--- src/rtl/clkdiv_ctrl_if.sv ---
// Divisor configuration port: valid/ready offer of a new half-period,
// with a one-cycle error pulse for rejected (zero) divisors.
interface clkdiv_ctrl_if #(
  parameter int unsigned WIDTH = 21
);
  logic             cfg_valid;
  logic [WIDTH-1:0] cfg_div;
  logic             cfg_ready;
  logic             cfg_err;

  modport master (
    output cfg_valid,
    output cfg_div,
    input  cfg_ready,
    input  cfg_err
  );

  modport slave (
    input  cfg_valid,
    input  cfg_div,
    output cfg_ready,
    output cfg_err
  );
endinterface

--- src/rtl/clkdiv_ctrl.sv ---
// Runtime-programmable glitch-safe clock divider: divisor changes take effect
// only on a full-period (1->0) boundary, and stopping never truncates a high phase.
module clkdiv_ctrl #(
  parameter int unsigned WIDTH       = 21,
  parameter int unsigned DEFAULT_DIV = 1350000
) (
  input  logic              clk_in,
  input  logic              rst,
  input  logic              en,
  clkdiv_ctrl_if.slave      cfg,
  output logic              clk_out,
  output logic              tick,
  output logic [WIDTH-1:0]  active_div,
  output logic              busy
);

  localparam logic [WIDTH-1:0] DEF_DIV = WIDTH'(DEFAULT_DIV);
  localparam logic [WIDTH-1:0] ONE     = WIDTH'(1);

  typedef enum logic [1:0] {
    IDLE,
    RUN,
    STOP
  } state_t;

  state_t           state;
  logic [WIDTH-1:0] counter;
  logic [WIDTH-1:0] pend_div;
  logic             pending;
  logic             at_term;

  assign at_term = (counter == (active_div - ONE));

  always_ff @(posedge clk_in or posedge rst) begin
    if (rst) begin
      state         <= IDLE;
      counter       <= '0;
      clk_out       <= 1'b0;
      tick          <= 1'b0;
      cfg.cfg_err   <= 1'b0;
      cfg.cfg_ready <= 1'b1;
      pending       <= 1'b0;
      pend_div      <= '0;
      active_div    <= DEF_DIV;
      busy          <= 1'b0;
    end else begin
      tick        <= 1'b0;
      cfg.cfg_err <= 1'b0;

      // cfg_ready is only high while nothing is pending, so capture and
      // apply can never land on the same edge.
      if (cfg.cfg_valid && cfg.cfg_ready) begin
        if (cfg.cfg_div == '0) begin
          cfg.cfg_err <= 1'b1;
        end else begin
          pend_div      <= cfg.cfg_div;
          pending       <= 1'b1;
          cfg.cfg_ready <= 1'b0;
        end
      end

      case (state)
        IDLE: begin
          counter <= '0;
          clk_out <= 1'b0;
          if (pending) begin
            active_div    <= pend_div;
            pending       <= 1'b0;
            cfg.cfg_ready <= 1'b1;
          end
          if (en) begin
            state <= RUN;
            busy  <= 1'b1;
          end
        end

        RUN, STOP: begin
          if (state == RUN && !en && !clk_out) begin
            state   <= IDLE;
            busy    <= 1'b0;
            counter <= '0;
          end else if (at_term) begin
            counter <= '0;
            clk_out <= ~clk_out;
            if (!clk_out) begin
              tick <= 1'b1;
            end else begin
              // Falling edge closes the period: the only safe point to switch divisor.
              if (pending) begin
                active_div    <= pend_div;
                pending       <= 1'b0;
                cfg.cfg_ready <= 1'b1;
              end
              if (en) begin
                state <= RUN;
              end else begin
                state <= IDLE;
                busy  <= 1'b0;
              end
            end
          end else begin
            counter <= counter + ONE;
            state   <= en ? RUN : STOP;
          end
        end

        default: begin
          state   <= IDLE;
          busy    <= 1'b0;
          counter <= '0;
          clk_out <= 1'b0;
        end
      endcase
    end
  end

endmodule

--- src/flat_wrapper.sv ---
// flat-port wrapper written by rule: the top's interface ports become plain ports
module clkdiv_ctrl_flat 
#(
  parameter int unsigned WIDTH       = 21,
  parameter int unsigned DEFAULT_DIV = 1350000
)
  (clk_in, rst, en, clk_out, tick, active_div, busy, cfg_cfg_valid, cfg_cfg_div, cfg_cfg_ready, cfg_cfg_err);
  clkdiv_ctrl_if #(.WIDTH(WIDTH)) cfg_i ();
  input  logic clk_in;
  input  logic rst;
  input  logic en;
  output logic clk_out;
  output logic tick;
  output logic [WIDTH-1:0] active_div;
  output logic busy;
  input wire logic [$bits(cfg_i.cfg_valid)-1:0] cfg_cfg_valid;
  input wire logic [$bits(cfg_i.cfg_div)-1:0] cfg_cfg_div;
  output wire logic [$bits(cfg_i.cfg_ready)-1:0] cfg_cfg_ready;
  output wire logic [$bits(cfg_i.cfg_err)-1:0] cfg_cfg_err;
  assign cfg_i.cfg_valid = cfg_cfg_valid;
  assign cfg_i.cfg_div = cfg_cfg_div;
  assign cfg_cfg_ready = cfg_i.cfg_ready;
  assign cfg_cfg_err = cfg_i.cfg_err;
  clkdiv_ctrl #(.WIDTH(WIDTH), .DEFAULT_DIV(DEFAULT_DIV)) u_core (.clk_in(clk_in), .rst(rst), .en(en), .cfg(cfg_i), .clk_out(clk_out), .tick(tick), .active_div(active_div), .busy(busy));
endmodule
--- config.mk ---
export PLATFORM = sky130hd
export DESIGN_NAME = clkdiv_ctrl_flat
export DESIGN_NICKNAME = d
export VERILOG_FILES = /design/src/rtl/clkdiv_ctrl_if.sv /design/src/rtl/clkdiv_ctrl.sv /design/src/flat_wrapper.sv
export SDC_FILE = /design/constraint.sdc
export NUM_CORES = 1
export LEC_CHECK = 0
export CAP_MARGIN = 20
export CELL_PAD_IN_SITES_DETAIL_PLACEMENT = 0
export CELL_PAD_IN_SITES_GLOBAL_PLACEMENT = 1
export CORE_ASPECT_RATIO = 1.25
export CORE_MARGIN = 8
export CORE_UTILIZATION = 39
export CTS_CLUSTER_DIAMETER = 120
export CTS_CLUSTER_SIZE = 8
export DETAILED_ROUTE_END_ITERATION = 10
export DONT_BUFFER_PORTS = 1
export PLACE_DENSITY = 0.75
export SYNTH_ARGS = -nofsm -noshare
export SYNTH_HDL_FRONTEND = slang
export SYNTH_SLANG_ARGS = --single-unit
--- constraint.sdc ---
create_clock -name clk_in -period 3 [get_ports clk_in]
set_input_delay 0.3 -clock clk_in [delete_from_list [all_inputs] [get_ports clk_in]]
set_output_delay 0.3 -clock clk_in [all_outputs]
set_load 0.05 [all_outputs]
; ---- Yosys cells after proc, flatten, opt, wreduce, memory -nomap -nowiden
; Cells that the tools add are included.
[word_totals]
out_inout_bits = 26
regBits = 71
inputBits = 25
word_cells = 83
[op_classes]
reduce_logical = 14
n_eq_ne = 11
n_bitwise = 2
muxes = 44
add_sub_neg = 2
[ops]
columns = operator, count
row1 = 21-bit 2-to-1 mux, 7
row2 = 21-bit case mux with 2 select lines, 1
row3 = 1-bit 2-to-1 mux, 27
row4 = 21-bit by 1-bit adder with 21-bit output (second input constant), 1
row5 = 21-bit equality test, 1
row6 = 21-bit zero test, 1
row7 = 21-bit by 1-bit subtractor with 21-bit output (second input constant), 1
row8 = 2-bit 2-to-1 mux, 5
row9 = 4-bit AND reduction, 2
row10 = 3-bit by 1-bit inequality test with 1-bit output (second input constant), 2
row11 = 1-bit case mux with 2 select lines, 3
row12 = 2-bit AND reduction, 3
row13 = 2-bit by 1-bit inequality test with 1-bit output (second input constant), 2
row14 = 2-bit inequality test (second input constant), 2
row15 = 4-bit by 3-bit inequality test with 1-bit output (second input constant), 1
row16 = 2-bit case mux with 2 select lines, 1
row17 = 1-bit logical AND, 3
row18 = 3-bit by 2-bit inequality test with 1-bit output (second input constant), 1
row19 = 2-bit by 1-bit equality test with 1-bit output (second input constant), 1
row20 = 2-bit equality test (second input constant), 1
row21 = 1-bit zero test, 2
row22 = 2-bit zero test, 1
row23 = 1-bit NOT, 2
row24 = 2-bit nonzero test, 1
row25 = 2-bit OR reduction, 1

; ---- Depth between registers and ports, before layout
; Gate-level depths: netlist of the first run.
[logic_depth]
ltp_word = 8
mapped_depth = 10
depth_no_buf = 9

; ---- Least setup slack after synthesis of the first run
; OpenSTA, ideal clock, no wires.
[synth_path]
path_kind = reg2reg
startpoint = register u_core.active_div[3]
endpoint = register u_core.active_div[0]
synth_period_minus_slack_ps = 3446
stages_incl_launch_ff = 11
slack_ps = -446
t_required_ps = 2875
n_path_buf = 3
t_arrival_ps = 3321
setup_ps = 125
cell_sequence = dfrtp_1 > buf_6 > or4_1 > buf_2 > or3_4 > o41ai_2 > nand4_1 > nor4_4 > a41oi_2 > buf_6 > mux2_4
[synth_between]
elab_chain_cells = 4
[synth_rtl]
columns = item, line
row1 = "start, declared", clkdiv_ctrl.sv:13  ; output logic [WIDTH-1:0] active_div,
row2 = "start signal, assigned", clkdiv_ctrl.sv:67  ; active_div <= pend_div;
row3 = "start signal, assigned", clkdiv_ctrl.sv:90  ; active_div <= pend_div;
row4 = 21-bit by 1-bit subtractor with 21-bit output, clkdiv_ctrl.sv:32  ; assign at_term = (counter == (active_div - ONE));
row5 = 21-bit equality test, clkdiv_ctrl.sv:32
row6 = 2-bit by 1-bit inequality test with 1-bit output (no line), -
row7 = 4-bit AND reduction (no line), -
; No other way between the ends.
; A chain may end at the register's enable or synchronous reset.

; ---- Worst setup path after layout of the first run
[layout_path]
startpoint = register u_core.active_div[6]
endpoint = register u_core.active_div[3]
; The elaborated chain is that of the path after synthesis.

==> key figures, run 1 <==
Outcome
  – Violated checks: setup timing
  – Status: finished, violations left

Critical path
  – CP peak stage delay: 580 ps
  – R2R Path End: u_core.active_div[3]$_DFFE_PP0P_
  – Register-to-Register Path Depth: 9
  – Worst R2R Start: u_core.active_div[6]$_DFFE_PP1P_
  – Critical Path End Type: flip-flop
  – Slowest stage cell, crit path: or4_4
  – Most used cell along the critical path: nor4_4
  – WS Path Type: reg2reg
  – Flop2flop setup slack: -10 ps
  – Worst path cell trace: or4_4, nor4_4, buf_4, mux2i_4, nand3_2, nor4_4, a41oi_4, buf_12, mux2_4
  – CP required: 3210 ps
  – Worst Setup SP: u_core.active_div[6]$_DFFE_PP1P_
  – Worst Path Max Fanout: 18
  – WP data arrival: 3220 ps
  – Startpoint Class: flip-flop

Synth
  – Largest family of logic cells by synthesized area: simple AND/OR/NAND/NOR gates
  – Cells after synthesis: 368
  – Synth Flop Type: dfrtp_1
  – Mapped Nets: 398
  – Synth Area in Simple Gates: 0.1963
  – Yosys reg bits: 71
  – Post-synth EDFFs: 0
  – Async set-reset flop share out of synthesis: 1.000
  – Sequential area share after synthesis: 0.4456
  – Library cells used by synthesis: 58
  – Mux contribution to synthesized area: 0.1443
  – Post-Syn Area per Cell: 10.91 um^2
  – Synth Area in Compound Gates: 0.07292
  – Yosys warnings: 0
  – Cell area after synthesis: 0.004015 mm^2
  – Xor/xnor share of the synthesized area: 0.09162
  – Synth Area in Adders: 0.01558

STA
  – Final Skew: 5.083 ps
  – Worst-Margin Slew: 881.3 ps
  – Fin crit share: 1.004
  – Fmax: 332.0 MHz
  – Finish-stage setup viols: 3
  – Fin crit period: 3012 ps
  – Final hold slack: 98.55 ps
  – Setup Total Neg Slack: -21.52 ps
  – RSZ-0062 raised after global routing: true
  – Slew margin rel.: 0.4125
  – Final number of hold-violating endpoints: 0
  – Pins Over Slew Limit: 0
  – Fin worst setup slack: -12.49 ps

Global routing
  – Total GRT Usage: 0.1484
  – Antenna violations before repair: 0
  – Number of global-route vias before repair: 3040
  – First-pass GRT wire length: 16.10 mm
  – Overflow after GRT: 0
  – Largest net degree at the start of global routing: 72

Clock network
  – CTS clk-pin slew, worst paths: 60 ps
  – CTS tree: done
  – # clock sinks: 71
  – Cts hold-fix bufs: 0
  – H-Tree Depth: 3
  – Clock root buffer master: clkbuf_16
  – Skew-Pair Late Insertion Delay: 330 ps
  – Post-CTS setup buffer count: 0
  – CTS max path bufs: 2
  – Num CTS Buffers: 9

Route
  – Drt total wl: 10.08 mm
  – DRC Markers: 0
  – Post-DR wirelength/cell: 18.63 um
  – Drt pass-1 iters: 4
  – ANT nets after route: 0
  – Routed vias/inst: 5.564
  – Drt first-iter violations: 145
  – Vias: 3010

Floorplanning
  – Chip Width: 106.8 um
  – Core box area: 0.01005 mm^2
  – Initial core utilization: 0.3993
  – Die area: 0.01382 mm^2
  – IO Pins: 51
  – Die Y: 129.4 um
  – Core Rows: 41

Place
  – DP Wirelength: 7.431 mm
  – DP Cell Count: 524
  – Post-placement cell area: 0.004552 mm^2
  – GPL Wtd Cong: 0.9117
  – IO buf count: 0

Pwr
  – Peak supply drop: 0.3427 mV
  – Leakage power: 2.272 nW
  – Power per cell area: 566.5 mW/mm^2

Layout
  – Fillers: 937
  – Area Growth Syn to Fin: 24.12%
  – # diodes: 0
  – Register Area: 0.001792 mm^2
  – Area of the multi-input gates: 0.002283 mm^2
  – Layout cells sized above 1: 0.3689
  – Core Util, Final: 0.4956
  – Non-Filler Instances: 541
  – Final Cell Area: 0.004984 mm^2
  – Final net count: 437

Run
  – Max Cap Viol: 0

Hold path
  – Hold WC Path Type: in2async
[flip-flops by register name, summed over array words and instances, names as in the netlist]
register,cells
u_core.counter,21
u_core.state,2
u_core.clk_out,1
u_core.pending,1
u_core.active_div,21
u_core.tick,1
u_core.busy,1
u_core.cfg.cfg_err,1
u_core.pend_div,21
u_core.cfg.cfg_ready,1
[metrics by stage]
step                      power, mW  setup slack (ps)
after global placement        1.591            -19.78
after CTS                     2.751             6.446
after detailed placement      1.603            -62.04
after global routing          2.944            -77.70
final                         2.823            -12.49
after floorplan               1.473            -273.2
[final cells by class]
type,count,share of cell area
well taps,129,0.03239
flip-flops and latches,71,0.3595
multi-input cells,268,0.4582
clock inverters,7,0.01933
inverters,12,0.009038
repair buffers,45,0.07632
clock buffers,9,0.04519
[layer usage]
metal | share of wire | vias to the layer above | GRT usage
met5 | 0 | - | 0
met4 | 0.020 | 0 | 0.07137
met3 | 0.046 | 12 | 0.03378
met2 | 0.54 | 62 | 0.2594
met1 | 0.39 | 1509 | 0.1668
li1 | - | 1427 | -
[synth_stat cells (2+ instances only)]
cell type  count  area [um^2]
dfrtp_1       61         1526
nor3_1        33        165.2
mux2_2        23        259.0
xnor2_1       23        201.4
mux2_4        20        300.3
nor2_1        19        71.32
xor2_1        19        166.4
nand2_1       14        52.55
nand3_1       14        70.07
inv_1         12        45.04
dfstp_2       10        262.8
nor4_1        10        62.56
clkbuf_1       9        33.78
nand4_1        9        56.30
and3_1         6        37.54
or4_1          6        45.04
ha_1           5        62.56
o31ai_1        5        37.54
a21oi_1        4        20.02
nor3b_1        4        30.03
or3_1          4        25.02
buf_2          3        15.01
buf_6          3        33.78
nand2b_1       3        18.77
o211ai_1       3        22.52
o21ai_0        3        15.01
a211oi_1       2        15.01
a31oi_1        2        12.51
a41oi_1        2        17.52
and4_1         2        17.52
and4b_1        2        20.02
buf_1          2        7.510
mux2i_1        2        20.02
nor2b_1        2        12.51
nor4b_1        2        17.52
o21ai_1        2        10.01
o311ai_0       2        17.52
[how the worst max path moves through the flow]
| stage | slack, ps | cells past startpoint | end |
|---|---|---|---|
| 6_report | -10 | 9 | u_core.active_div[3]$_DFFE_PP0P_ |
| 5_1_grt | -80 | 9 | u_core.active_div[3]$_DFFE_PP0P_ |
| 4_1_cts | 6 | 8 | u_core.active_div[3]$_DFFE_PP0P_ |
| 3_5_place_dp | -60 | 9 | u_core.active_div[3]$_DFFE_PP0P_ |
| 3_3_place_gp | -20 | 8 | u_core.active_div[3]$_DFFE_PP0P_ |
| 2_1_floorplan | -270 | 10 | u_core.active_div[3]$_DFFE_PP0P_ |
[timing repair]
item	in CTS	in global routing
endpoints found under the setup margin	40	43
cloned	0	1
pin swaps	3	1
resized for setup	5	10
hold endpoints to repair	0	0
[cell usage in the layout (no fill, tap or decap), types with 3 or more instances in the layout]
cell and count:
dfrtp_1 59, buf_4 42, xnor2_1 23, mux2_2 22
mux2_4 21, xor2_1 19, nor2_1 18, nor3_2 18
nor3_1 15, nand2_1 14, nand3_1 13, inv_1 11
clkbuf_16 10, dfstp_2 10, nor4_1 9, nand4_1 9
and3_1 6, ha_1 5, or4_1 4, or3_1 4
a21oi_1 4, nor3b_1 3, nand2b_1 3, o21ai_0 3
nor4_4 3, o211ai_1 3, o31ai_1 3, clkinvlp_4 3
[kinds of logic after synthesis]
group	after synthesis
xor+xnor	42
compound gates	38
simple gates	138
mux	45
fa+ha+maj	5
flops	71
buf+inv	29
[worst max-delay path, delay by kind of cell, from the launching register on]
| kind | cells | cell delay [ps] |
|---|---|---|
| flops | 1 | 360 |
| compound gates | 1 | 180 |
| buf+inv | 2 | 400 |
| simple gates | 4 | 1380 |
| mux | 2 | 560 |
[where the power goes]
| group | total, mW | leakage, nW | switching, mW | internal (mW) |
|---|---|---|---|---|
| Sequential | 1.06 | 0.947 | 0.0700 | 0.989 |
| Combinational | 0.623 | 1.18 | 0.363 | 0.260 |
| Clock | 1.14 | 0.148 | 0.413 | 0.728 |
(Power assumes the default switching activity.)
==> run 2, diff against run 1 <==
- BUFFER_PORTS_ARGS: default -> -buffer_cell sky130_fd_sc_hd__buf_2
- DONT_BUFFER_PORTS: 1 -> default
- PLACE_DENSITY: 0.75 -> 0.8
==> key figures, run 2 (synthesized netlist as in run 1, its figures left out) <==
Pwr
  – Power per cell area: 557.4 mW/mm^2 (-1.6%)
  – Switch Pwr: 0.9354 mW (+11%)
  – Pint: 1.968 mW (-0.49%)
  – Leakage power: 2.475 nW (+8.9%)
  – Peak supply drop: 0.3443 mV (+0.46%)
  – Clk pwr share: 0.360 (-0.044)
  – Sw Ratio: 0.3222 (+0.02267)
  – Flop pwr share: 0.356 (-0.019)
  – Comb pwr share: 0.284 (+0.063)

Layout
  – Area Growth Syn to Fin: 29.73%
  – # diodes: 0 (unchanged)
  – Core Util, Final: 0.5180 (+0.02240)
  – Commonest non-fill, non-tap cell in the layout: dfrtp_1
  – Top flop regs: u_core.active_div: 21 flops, u_core.counter: 21 flops, u_core.pend_div: 21 flops
  – Final net count: 477 (+9.2%)
  – Layout cells sized above 1: 0.4314 (+0.06248)
  – Most frequent cells in the layout: dfrtp_1 (59), buf_2 (50), buf_4 (30)

Critical path
  – Critical Path End Type: flip-flop
  – Slowest stage cell, crit path: or4_4
  – Worst path cell trace: or4_4, or3_4, o41ai_4, nand4_1, nor4_4, a41oi_2, buf_12, mux2_4
  – WS Path Type: reg2reg
  – Startpoint Class: flip-flop
  – WP data arrival: 3200 ps (-20 ps)
  – Worst Path Max Fanout: 21 (+3)
  – CP peak stage delay: 580 ps (about the same)
  – CP required: 3210 ps (about the same)

Route
  – DRC Markers: 0 (unchanged)
  – Vias: 3135 (+4.2%)
  – Drt total wl: 10.29 mm (+2.1%)
  – Drt pass-1 iters: 4 (unchanged)
  – Drt first-iter violations: 205 (+41%)
  – Post-DR wirelength/cell: 17.71 um (-4.9%)
  – Routed vias/inst: 5.396 (-3.0%)
  – ANT nets after route: 0 (unchanged)

Clock network
  – CTS tree: done
  – CTS clk-pin slew, worst paths: 60 ps (about the same)
  – H-Tree Depth: 3 (unchanged)
  – Skew-Pair Late Insertion Delay: 330 ps (about the same)
  – Cts hold-fix bufs: 0 (unchanged)
  – Num CTS Buffers: 9 (unchanged)
  – # clock sinks: 71 (unchanged)
  – Clock root buffer master: clkbuf_16
  – CTS max path bufs: 2 (unchanged)

Floorplanning
  – Die Y: 129.4 um (unchanged)
  – Initial core utilization: 0.3993 (unchanged)
  – Core Rows: 41 (unchanged)
  – Core box area: 0.01005 mm^2 (unchanged)
  – IO Pins: 51 (unchanged)
  – Die area: 0.01382 mm^2 (unchanged)
  – Chip Width: 106.8 um (unchanged)

Global routing
  – Largest net degree at the start of global routing: 36 (-50%)
  – First-pass GRT wire length: 16.18 mm (+0.47%)
  – Total GRT Usage: 0.1482 (-0.0002846)
  – Overflow after GRT: 0 (unchanged)
  – Antenna violations before repair: 0 (unchanged)
  – GR Util met3: 0.02881 (-0.004968)
  – Grt peak-use layer: met2
  – Grt met1 use: 0.1715 (+0.004671)
  – GR Layer Usage met2: 0.2591 (-0.0003664)
  – Number of global-route vias before repair: 3156 (+3.8%)

STA
  – Worst-Margin Slew: 696.1 ps (-185.1 ps)
  – Fmax: 334.9 MHz (+0.88%)
  – RSZ-0062 raised after global routing: true
  – Slew margin rel.: 0.5352 (+0.1228)
  – Finish-stage setup viols: 0 (-3)
  – Fin worst setup slack: 13.93 ps (+26.42 ps)
  – Fin crit period: 2986 ps (-26.42 ps)
  – Final number of hold-violating endpoints: 0 (unchanged)
  – Final Skew: 6.854 ps (+1.770 ps)
  – Fin crit share: 0.9954 (-0.008806)
  – Pins Over Slew Limit: 0 (unchanged)

Place
  – IO buf count: 50 (+50)
  – Setup WS pre-CTS: -19.31 ps (+42.73 ps)
  – DP Wirelength: 7.591 mm (+2.2%)
  – GPL Wtd Cong: 0.8672 (-4.9%)

Hold path
  – Hold WC Path Type: in2async

Run
  – Max Cap Viol: 0 (unchanged)

Outcome
  – Status: completed
## run 2: cell type report
| type | instances | area (um^2) |
|---|---|---|
| multi-input combinational | 268 | 2342 |
| timing repair buffer | 85 | 576.8 |
| tap | 129 | 161.4 |
| clock buffer | 11 | 232.7 |
| sequential | 71 | 1792 |
| clock inverter | 5 | 58.81 |
| fill | 935 | 4846 |
| inverter | 12 | 45.04 |
## run 2: through the flow
stage / TNS [ps] / total power [mW] / hold WS, ps / instance area [um^2] / instances
global route: -2258 / 3.034 / 136.6 / 5209 / 581
global placement: 0 / 1.606 / 443.0 / 4686 / 560
finish: 0 / 2.903 / 71.11 / 5209 / 581
floorplan: -6080 / 1.473 / 450.5 / 4130 / 368
detailed placement: -130.3 / 1.621 / 441.7 / 4686 / 560
CTS: -178.1 / 2.667 / 86.39 / 4982 / 576
## run 2: path summary, 6_finish.rpt
path | startpoint | to | slack (ps) | depth (start not counted)
setup / recovery | u_core.active_div[6]$_DFFE_PP1P_ | u_core.active_div[7]$_DFFE_PP0P_ | 10 | 8
hold / removal | rst | u_core.active_div[2]$_DFFE_PP0P_ | 70 | 2
setup reg to reg | u_core.active_div[6]$_DFFE_PP1P_ | u_core.active_div[7]$_DFFE_PP0P_ | 10 | 8
hold reg to reg | u_core.pend_div[8]$_DFFE_PP0P_ | u_core.active_div[8]$_DFFE_PP1P_ | 500 | 1
max in group asynchronous | rst | u_core.cfg.cfg_ready$_DFF_PP1_ | 2160 | 3
min in group clk_in | cfg_cfg_div[17] | u_core.pend_div[17]$_DFFE_PP0P_ | 210 | 2
## run 2: timing repair
item	CTS	global route
buffers inserted	0	2
resized for setup	1	24
setup endpoints to repair	15	44
pin swaps	2	6
gates cloned	0	3
## run 2: power groups by stage
stage / logic, mW / clock network (mW) / registers, mW
global route: 0.890 / 1.10 / 1.04
detailed placement: 0.572 / 0 / 1.05
floorplan: 0.418 / 0 / 1.05
finish: 0.825 / 1.04 / 1.03
CTS: 0.570 / 1.06 / 1.03
global placement: 0.559 / 0 / 1.05
## run 2: layer usage
layer  up-vias  share of wire
met5         -              0
met4         0          0.023
met3        15          0.027
met2        67           0.53
met1      1543           0.42
li1       1510              -
## run 2: critical path: cells and delay by family, from the launching register on
kind | cells | cell delay [ps]
AOI/OAI and AO/OA | 2 | 480
muxes | 1 | 310
buffers and inverters | 1 | 220
and+or+nand+nor | 4 | 1490
DFF | 1 | 370
==> run 3, diff against run 2 <==
- ABC_AREA: default -> 1
- CORE_UTILIZATION: 39 -> 38
- PLACE_DENSITY: 0.8 -> 0.84
==> key figures, run 3 <==
Outcome
  – Status: completed

Pwr
  – Power per cell area: 1037 mW/mm^2 (+86%)
  – Leakage power: 2.626 nW (+6.1%)
  – Peak supply drop: 0.3423 mV (-0.59%)

Global routing
  – Largest net degree at the start of global routing: 72 (+100%)
  – First-pass GRT wire length: 18.19 mm (+12%)
  – Overflow after GRT: 0 (unchanged)
  – Number of global-route vias before repair: 3906 (+24%)
  – Total GRT Usage: 0.1486 (+0.0003990)
  – Antenna violations before repair: 0 (unchanged)

Clock network
  – Skew-Pair Late Insertion Delay: 330 ps (about the same)
  – CTS tree: done
  – H-Tree Depth: 3 (unchanged)
  – CTS clk-pin slew, worst paths: 50 ps (about the same)
  – CTS max path bufs: 2 (unchanged)
  – Num CTS Buffers: 9 (unchanged)
  – Clock root buffer master: clkbuf_16
  – # clock sinks: 71 (unchanged)

Critical path
  – Worst path cell trace: inv_1, ha_1, nand3_1, nor2_4, nand3_1, nand2_1, nand3_1, nor2_1, nand2_1, nor2_2, nand2_2, nand2_4, nand2_4, nand2_1, nand2_1
  – WS Path Type: reg2reg
  – CP required: 3210 ps (about the same)
  – Slowest stage cell, crit path: dfrtp_1
  – WP data arrival: 2850 ps (-350 ps)
  – Most used cell along the critical path: nand2_1
  – R2R Path End: u_core.active_div[3]$_DFFE_PP0P_
  – Register-to-Register Path Depth: 15 (+7)
  – Worst Path Max Fanout: 23 (+9.5%)
  – Critical Path End Type: flip-flop
  – Startpoint Class: flip-flop
  – Flop2flop setup slack: 360 ps (+350 ps)
  – CP peak stage delay: 430 ps (-150 ps)
  – Worst R2R Start: u_core.active_div[0]$_DFFE_PP0P_

STA
  – Fin crit share: 0.8792 (-0.1161)
  – Worst-Margin Slew: 898.7 ps (+202.5 ps)
  – Final hold slack: 226.8 ps (+155.7 ps)
  – Final Skew: 4.070 ps (-2.783 ps)
  – Pins Over Slew Limit: 0 (unchanged)
  – Fin crit period: 2638 ps (-348.3 ps)
  – Fmax: 379.1 MHz (+13%)
  – Final number of hold-violating endpoints: 0 (unchanged)
  – Slew margin rel.: 0.4009 (-0.1343)
  – Finish-stage setup viols: 0 (unchanged)
  – Setup Total Neg Slack: 0 ps (unchanged)
  – RSZ-0062 raised after global routing: false

Floorplanning
  – Die area: 0.01503 mm^2 (+8.8%)
  – Initial core utilization: 0.3889 (-0.01041)
  – Core Rows: 43 (+4.9%)
  – Die Y: 135.1 um (+4.4%)
  – IO Pins: 51 (unchanged)
  – Chip Width: 111.3 um (+4.2%)
  – Core box area: 0.01108 mm^2 (+10%)

Layout
  – Top flop regs: u_core.active_div: 21 flops, u_core.counter: 21 flops, u_core.pend_div: 21 flops
  – Most frequent cells in the layout: nand2_1 (180), inv_1 (77), nor2_1 (66)
  – Commonest non-fill, non-tap cell in the layout: nand2_1
  – Fillers: 1152 (+23%)
  – Area of the multi-input gates: 0.002130 mm^2 (-9.1%)
  – Layout cells sized above 1: 0.1437 (-0.2877)
  – Final Cell Area: 0.004946 mm^2 (-5.0%)
  – Register Area: 0.001789 mm^2 (-0.14%)
  – # diodes: 0 (unchanged)
  – Core Util, Final: 0.4463 (-0.07178)
  – Final net count: 680 (+43%)
  – Area Growth Syn to Fin: 14.75%

Route
  – Drt first-iter violations: 260 (+27%)
  – Drt pass-1 iters: 5 (+1)
  – ANT nets after route: 0 (unchanged)
  – Post-DR wirelength/cell: 14.03 um (-21%)
  – Vias: 3907 (+25%)
  – DRC Markers: 0 (unchanged)
  – Routed vias/inst: 4.952 (-8.2%)
  – Drt total wl: 11.07 mm (+7.6%)

Synth
  – Sequential area share after synthesis: 0.4151 (-0.03053)
  – Yosys warnings: 0 (unchanged)
  – Most frequent cells after synthesis: nand2_1 (180), inv_1 (78), nor2_1 (67)
  – Cell area after synthesis: 0.004310 mm^2 (+7.4%)
  – Library cells used by synthesis: 35 (-40%)
  – Cells after synthesis: 601 (+63%)
  – Async set-reset flop share out of synthesis: 1.000 (unchanged)
  – Yosys reg bits: 71 (unchanged)
  – Top cells by area, synth: dfrtp_1 (35%), nand2_1 (16%), nand3_1 (7.0%), inv_1 (6.8%), dfstp_2 (6.1%)
  – Count leader, synth: nand2_1
  – Post-Syn Area per Cell: 7.172 um^2 (-34%)
  – Mapped Nets: 631 (+59%)
  – Synth top area share: 0.3541 (-0.02604)
  – Cell taking the most area after synthesis: dfrtp_1
  – Synth Flop Type: dfrtp_1
  – Post-synth EDFFs: 0 (unchanged)

Place
  – DP Wirelength: 8.720 mm (+15%)
  – Post-placement cell area: 0.004661 mm^2 (-0.53%)
  – GPL Wtd Cong: 0.8483 (-2.2%)
  – IO buf count: 50 (unchanged)

Hold path
  – Hold WC Path Type: in2async

Run
  – Max Cap Viol: 0 (unchanged)
[run 3: critical path, delay by kind of cell (launching register included)]
family | cells | cell delay, ps
DFF | 1 | 430
buffers and inverters | 1 | 120
adders and majority gates | 1 | 200
and+or+nand+nor | 13 | 1770
[run 3: kinds of logic after synthesis]
kind of cell / after synthesis / synth area share
buf+inv: 95 / 0.09375
mux: 1 / 0.002612
compound gates: 42 / 0.05138
fa+ha+maj: 5 / 0.01451
simple gates: 358 / 0.3637
xor+xnor: 29 / 0.05893
flops: 71 / 0.4151
[run 3: layout make-up]
class,instances,share of cell area
multi-input cells,435,0.4306
flip-flops and latches,71,0.3618
repair buffers,55,0.05818
inverters,78,0.05920
clock buffers,15,0.05616
well taps,135,0.03415
[run 3: stage by stage]
stage          power [mW]  std cells  worst slack [ps]
3_5_place_dp        4.151        774             242.2
3_3_place_gp        4.085        774             376.0
4_1_cts             5.150        789             226.8
6_report            5.128        789             362.3
2_1_floorplan       3.571        601             571.9
5_1_grt             5.528        789             12.05
[run 3: routing by layer]
| layer | vias to the layer above | GRT usage | part of all wire |
|---|---|---|---|
| li1 | 2002 | - | - |
| met1 | 1798 | 0.1629 | 0.42 |
| met5 | - | 0 | 0 |
| met4 | 0 | 0.08241 | 0.033 |
| met3 | 22 | 0.02219 | 0.034 |
| met2 | 85 | 0.2681 | 0.51 |
[run 3: how the worst max path moves through the flow]
stage                                           from                                 to  slack (ps)  cells after the start
floorplan           u_core.active_div[0]$_DFFE_PP0P_   u_core.active_div[7]$_DFFE_PP0P_         570                     18
global placement    u_core.active_div[0]$_DFFE_PP0P_  u_core.active_div[16]$_DFFE_PP0P_         380                     15
detailed placement  u_core.active_div[0]$_DFFE_PP0P_   u_core.active_div[9]$_DFFE_PP0P_         240                     13
CTS                 u_core.active_div[0]$_DFFE_PP0P_   u_core.active_div[3]$_DFFE_PP0P_         230                     13
global route        u_core.active_div[0]$_DFFE_PP0P_   u_core.active_div[3]$_DFFE_PP0P_          10                     15
finish              u_core.active_div[0]$_DFFE_PP0P_   u_core.active_div[3]$_DFFE_PP0P_         360                     15
[run 3: report_power, final]
| group | total [mW] | leakage (nW) | switching, mW | internal, mW |
|---|---|---|---|---|
| sequential | 1.62 | 0.905 | 0.332 | 1.29 |
| clock | 0.979 | 0.136 | 0.356 | 0.623 |
| combinational | 2.53 | 1.59 | 1.79 | 0.736 |
| total | 5.13 | 2.63 | 2.48 | 2.65 |
[run 3: repair_timing]
| item | CTS | global route |
|---|---|---|
| buffers inserted | 0 | 0 |
| hold buffers | 0 | 0 |
| endpoints found under the setup margin | 0 | 21 |
| resized for setup | 0 | 2 |
